`src/rtl/rsa_pkg.sv`:
```
// Shared RSA datapath types and default widths.
package RSA_pkg;
    localparam int MOD_WIDTH = 256;
    localparam int INT_WIDTH = 32;

    typedef logic [MOD_WIDTH-1:0] KeyType;
    typedef logic [INT_WIDTH-1:0] IntType;

    typedef struct packed {
        IntType power;
        KeyType modulus;
    } TwoPowerIn;

    typedef KeyType TwoPowerOut;
endpackage

```
`src/rtl/mod_double_step.sv`:
```
// One modular doubling step: next_acc = (2*acc) mod modulus, given acc < modulus.
module mod_double_step #(
    parameter int MOD_WIDTH = RSA_pkg::MOD_WIDTH
) (
    input  logic [MOD_WIDTH-1:0] acc,
    input  logic [MOD_WIDTH-1:0] modulus,
    output logic [MOD_WIDTH-1:0] next_acc
);
    logic [MOD_WIDTH:0]   t;
    logic [MOD_WIDTH-1:0] diff;
    logic                 ge;

    assign t  = {acc, 1'b0};
    assign ge = (t >= {1'b0, modulus});
    // The true difference is below modulus, so the low bits alone are exact.
    assign diff = t[MOD_WIDTH-1:0] - modulus;

    always_comb begin
        next_acc = t[MOD_WIDTH-1:0];
        if (ge) begin
            next_acc = diff;
        end
    end
endmodule

```
`src/rtl/two_power_mod.sv`:
```
// Computes 2^power mod modulus by repeated modular doubling, one step per cycle.
// state | meaning
// IDLE  | waiting for a request, i_ready high
// CALC  | doubling acc until counter reaches zero
// DONE  | result presented, held until o_ready
module two_power_mod #(
    parameter int MOD_WIDTH = RSA_pkg::MOD_WIDTH,
    parameter int INT_WIDTH = RSA_pkg::INT_WIDTH
) (
    input  logic                           clk,
    input  logic                           rst_n,
    input  logic                           i_valid,
    output logic                           i_ready,
    input  logic [INT_WIDTH+MOD_WIDTH-1:0] i_in,
    output logic                           o_valid,
    input  logic                           o_ready,
    output logic [MOD_WIDTH-1:0]           o_out
);
    typedef enum logic [1:0] {IDLE, CALC, DONE} state_t;

    state_t               state;
    logic [MOD_WIDTH-1:0] modulus;
    logic [MOD_WIDTH-1:0] acc;
    logic [MOD_WIDTH-1:0] next_acc;
    logic [INT_WIDTH-1:0] counter;
    logic [INT_WIDTH-1:0] in_power;
    logic [MOD_WIDTH-1:0] in_modulus;

    assign in_power   = i_in[INT_WIDTH+MOD_WIDTH-1:MOD_WIDTH];
    assign in_modulus = i_in[MOD_WIDTH-1:0];

    mod_double_step #(.MOD_WIDTH(MOD_WIDTH)) u_step (
        .acc      (acc),
        .modulus  (modulus),
        .next_acc (next_acc)
    );

    always_ff @(posedge clk) begin
        if (!rst_n) begin
            state   <= IDLE;
            i_ready <= 1'b1;
            o_valid <= 1'b0;
            o_out   <= '0;
            acc     <= '0;
            counter <= '0;
            modulus <= '0;
        end else begin
            case (state)
                IDLE: begin
                    if (i_valid && i_ready) begin
                        modulus <= in_modulus;
                        counter <= in_power;
                        acc     <= (in_modulus <= MOD_WIDTH'(1)) ? '0 : MOD_WIDTH'(1);
                        i_ready <= 1'b0;
                        state   <= CALC;
                    end
                end
                CALC: begin
                    if (counter != '0) begin
                        acc     <= next_acc;
                        counter <= counter - INT_WIDTH'(1);
                    end else begin
                        state <= DONE;
                    end
                end
                DONE: begin
                    // o_valid rises one cycle after entering DONE, giving latency power+2.
                    if (!o_valid) begin
                        o_valid <= 1'b1;
                        o_out   <= acc;
                    end else if (o_ready) begin
                        o_valid <= 1'b0;
                        o_out   <= '0;
                        i_ready <= 1'b1;
                        state   <= IDLE;
                    end
                end
                default: begin
                    state   <= IDLE;
                    i_ready <= 1'b1;
                    o_valid <= 1'b0;
                    o_out   <= '0;
                end
            endcase
        end
    end
endmodule

```
`config.mk`:
```
export PLATFORM = sky130hd
export DESIGN_NAME = two_power_mod
export DESIGN_NICKNAME = d
export VERILOG_FILES = /design/src/rtl/rsa_pkg.sv /design/src/rtl/mod_double_step.sv /design/src/rtl/two_power_mod.sv
export SDC_FILE = /design/constraint.sdc
export NUM_CORES = 2
export LEC_CHECK = 0
export BUFFER_PORTS_ARGS = -buffer_cell sky130_fd_sc_hd__buf_2
export CORE_UTILIZATION = 50
export DETAILED_ROUTE_END_ITERATION = 7
export HOLD_SLACK_MARGIN = 0.03
export PLACE_DENSITY = 0.7
export SLEW_MARGIN = 15
export SYNTH_ARGS = -nofsm -noshare
export SYNTH_HDL_FRONTEND = slang
export SYNTH_SLANG_ARGS = --single-unit
```
`constraint.sdc`:
```
create_clock -name clk -period 4.65 [get_ports clk]
set_input_delay 0.465 -clock clk [delete_from_list [all_inputs] [get_ports clk]]
set_output_delay 0.465 -clock clk [all_outputs]
set_load 0.01 [all_outputs]
```
==> impl_metrics.toml <==
[run_status]
status = "finished, final reports clean"

[die]
core_region_area_um2 = 100000
rows = 116
chipHeight_um = 321
pin_count = 550
die_x_um = 321
dieArea_um2 = 103000
start_util = 0.507

[cts]
cts_made_buffers = 87
clk_pin_slew_ns = 0.06
htreeDepth = 3
cts_sinks = 804
root_buffer = "clkbuf_16"
clk_latency_ns = 0.71
clockBufferDepth = 3
cts_tree = "yes"

[power_and_ir_drop]
ir_drop_uv = 308
cellPowerDensity_nw_per_um2 = 483
p_total_w = 0.0314
p_leak_nw = 28.5

[placed_design]
gp_congestion = 1.05
hpwl_um = 174000
io_buffer_count = 549

[synthesis]
yosysUniqueCellTypes = 93
ys_async_sr_fraction = 0
synth_top_area_cell = "dfxtp_1"
yosysWarnings = 0
synth-seq-cells = 804
synth_cells = 7147
synth_top_cell_area_share = 0.316
yosys-top-cells-area = "dfxtp_1 (32%), a21oi_1 (9.3%), nand2_1 (8.3%)"
avgSynthCellArea_um2 = 7.12
synth_ff_type = "dfxtp_1"
synth_fp_nets = 7697
synth_most_common_cell = "nand2_1"
ys_seq_area_frac = 0.316
synth_commonest_cells = "nand2_1 (1,130), a21oi_1 (942), dfxtp_1 (804), nor2_1 (709), o21ai_0 (486)"
syn-cell-area_um2 = 50900
synth_edf_count = 0

[worst_setup_path]
reg2reg_depth = 18
cp_cell_sequence = "inv_1, ha_1, a211o_1, a2111o_1, nand4_1, o2111ai_1, buf_4, a31oi_2, a31o_2, nand3_1, o211a_1, a211oi_1, buf_4, o21ba_2, o21ba_2, xnor2_1, a222oi_1, nor2_1"
required_ns = 5.23
worstPathMaxFanout = 4
worstSetupPathType = "flip-flop to flip-flop"
critPathSlowestCell = "a2111o_1"
crit_buf_inv = 3
critPathLaunchType = "flip-flop"
cpPeakStageDelay_ns = 0.39
path_depth = 18
crit_family = "compound AO/OA/AOI/OAI gates"
arrival_ns = 5.20
end_kind = "flip-flop"

[timing]
fmax_ghz = 0.217
hold_viol_final = 0
worst_pin_slew_ns = 1.30
maxSlewViolCount = 0
fin_crit_ns = 4.62
grt_setup_unrepaired = "true"
setup_tns_ns = 0
post-route-period-util = 0.993
slew_headroom = 0.135
clock_skew_ns = 0.0401
setup_violations = 0

[grt]
first_global_vias = 54900
grt_max_degree = 180
grt_antenna_before_repair = 7
grt_usage = 0.421
grt_pass1_wl_um = 336000
grt.overflow.total = 0

[run]
cap_viol_max_count = 0

[drt]
wl_per_cell_um = 23.4
final_antenna_net_count = 0
drt_pre_antenna_iters = 8
viasPerCell = 6.15
drc_errors = 0
dr_total_vias = 59700
routed_wl_um = 227000
drt_first_iter_violations = 6998

[finish]
layout-drive-gt1-share = 0.194
areaGrowthSynthToFinish_pct = 27.6
nets = 8822

[hold_path]
hold_path_class = "input port to flip-flop"
min_path_cells = 3
==> registers in the layout, summed over array words and instances, names as in the netlist <==
register	count
acc	256
counter	32
i_ready	1
modulus	256
o_out	256
o_valid	1
state	2
==> worst min-delay path: stages <==
cell	delay (ns)
buf_2	0.10
nand2_1	0.07
a21oi_1	0.06
==> cell families (layout without fill, tap and decap cells) <==
kind of cell	after synthesis	count (layout)	synth area share
AOI/OAI and AO/OA	2392	2392	0.286
xor gates and xnor gates	245	245	0.0422
adders and majority gates	258	258	0.0636
buffers and inverters	856	2050	0.0658
DFF	804	804	0.316
muxes	25	25	0.00509
other	0	4	0
and+or+nand+nor	2567	2568	0.222
==> stage by stage <==
| step | worst slack, ns | std cells | hold slack [ns] | util | instance area [um2] |
|---|---|---|---|---|---|
| floorplan | 0.659 | 7147 | 0.436 | - | 50900 |
| global placement | -0.418 | 9345 | 0.443 | 0.594 | 59700 |
| detailed placement | -0.229 | 9345 | 0.446 | 0.594 | 59700 |
| CTS | 0.00671 | 9693 | 0.0302 | 0.643 | 64600 |
| global route | -0.0383 | 9700 | 0.0463 | 0.646 | 64900 |
| finish | 0.0321 | 9703 | 0.0530 | 0.647 | 64900 |
==> report_power, final <==
| part | internal (W) | switching, W | leakage [nW] |
|---|---|---|---|
| sequential | 0.00732 | 0.000327 | 6.52 |
| combinational | 0.00594 | 0.0105 | 20.6 |
| clock | 0.00413 | 0.00316 | 1.44 |
==> repair_timing <==
item / CTS / global route
hold buffers: 185 / 0
hold endpoints to repair: 185 / 0
endpoints found under the setup margin: 212 / 202
gates cloned: 1 / 0
pin swaps: 3 / 18
gates resized for setup: 18 / 68
buffers inserted: 3 / 6
==> layout make-up <==
type                            count  area, um2
Sequential cell                   804      16100
Tap cell                         1357       1700
Antenna cell                        4       10.0
Timing Repair Buffer             1528      10900
Inverter                          363       1370
Clock buffer                      125       2550
Fill cell                        9001      35500
Clock inverter                     34        399
Multi-Input combinational cell   5488      31900
==> path summary, 6_finish.rpt <==
kind / start / endpoint / slack, ns
max: modulus[6]$_SDFFE_PN0P_ / acc[211]$_SDFFE_PN0P_ / 0.03
min: i_in[19] / modulus[19]$_SDFFE_PN0P_ / 0.05
max reg2reg: modulus[6]$_SDFFE_PN0P_ / acc[211]$_SDFFE_PN0P_ / 0.03
min reg2reg: modulus[131]$_SDFFE_PN0P_ / modulus[131]$_SDFFE_PN0P_ / 0.46
==> cells in the final DEF, fill, tap and decap left out, types with 184 or more instances in the layout <==
master / netlist / routed
buf_4: 7 / 767
a22oi_1: 345 / 344
a21oi_1: 942 / 934
dfxtp_1: 804 / 804
nand4_1: 184 / 184
inv_1: 362 / 362
o21ai_0: 486 / 469
dlygate4sd3_1: 0 / 185
nor2_1: 709 / 703
buf_2: 50 / 549
ha_1: 257 / 254
nand2_1: 1130 / 1125
==> metal layers <==
metal / GRT usage / up-vias / wire (um) / part of all wire
met5: 0 / - / 21 / 0.000093
met1: 0.591 / 28400 / 98600 / 0.43
met2: 0.628 / 3148 / 95300 / 0.42
met3: 0.0888 / 471 / 23500 / 0.10
li1: - / 27600 / - / -
met4: 0.157 / 4 / 9400 / 0.041
(Power assumes the default switching activity.)
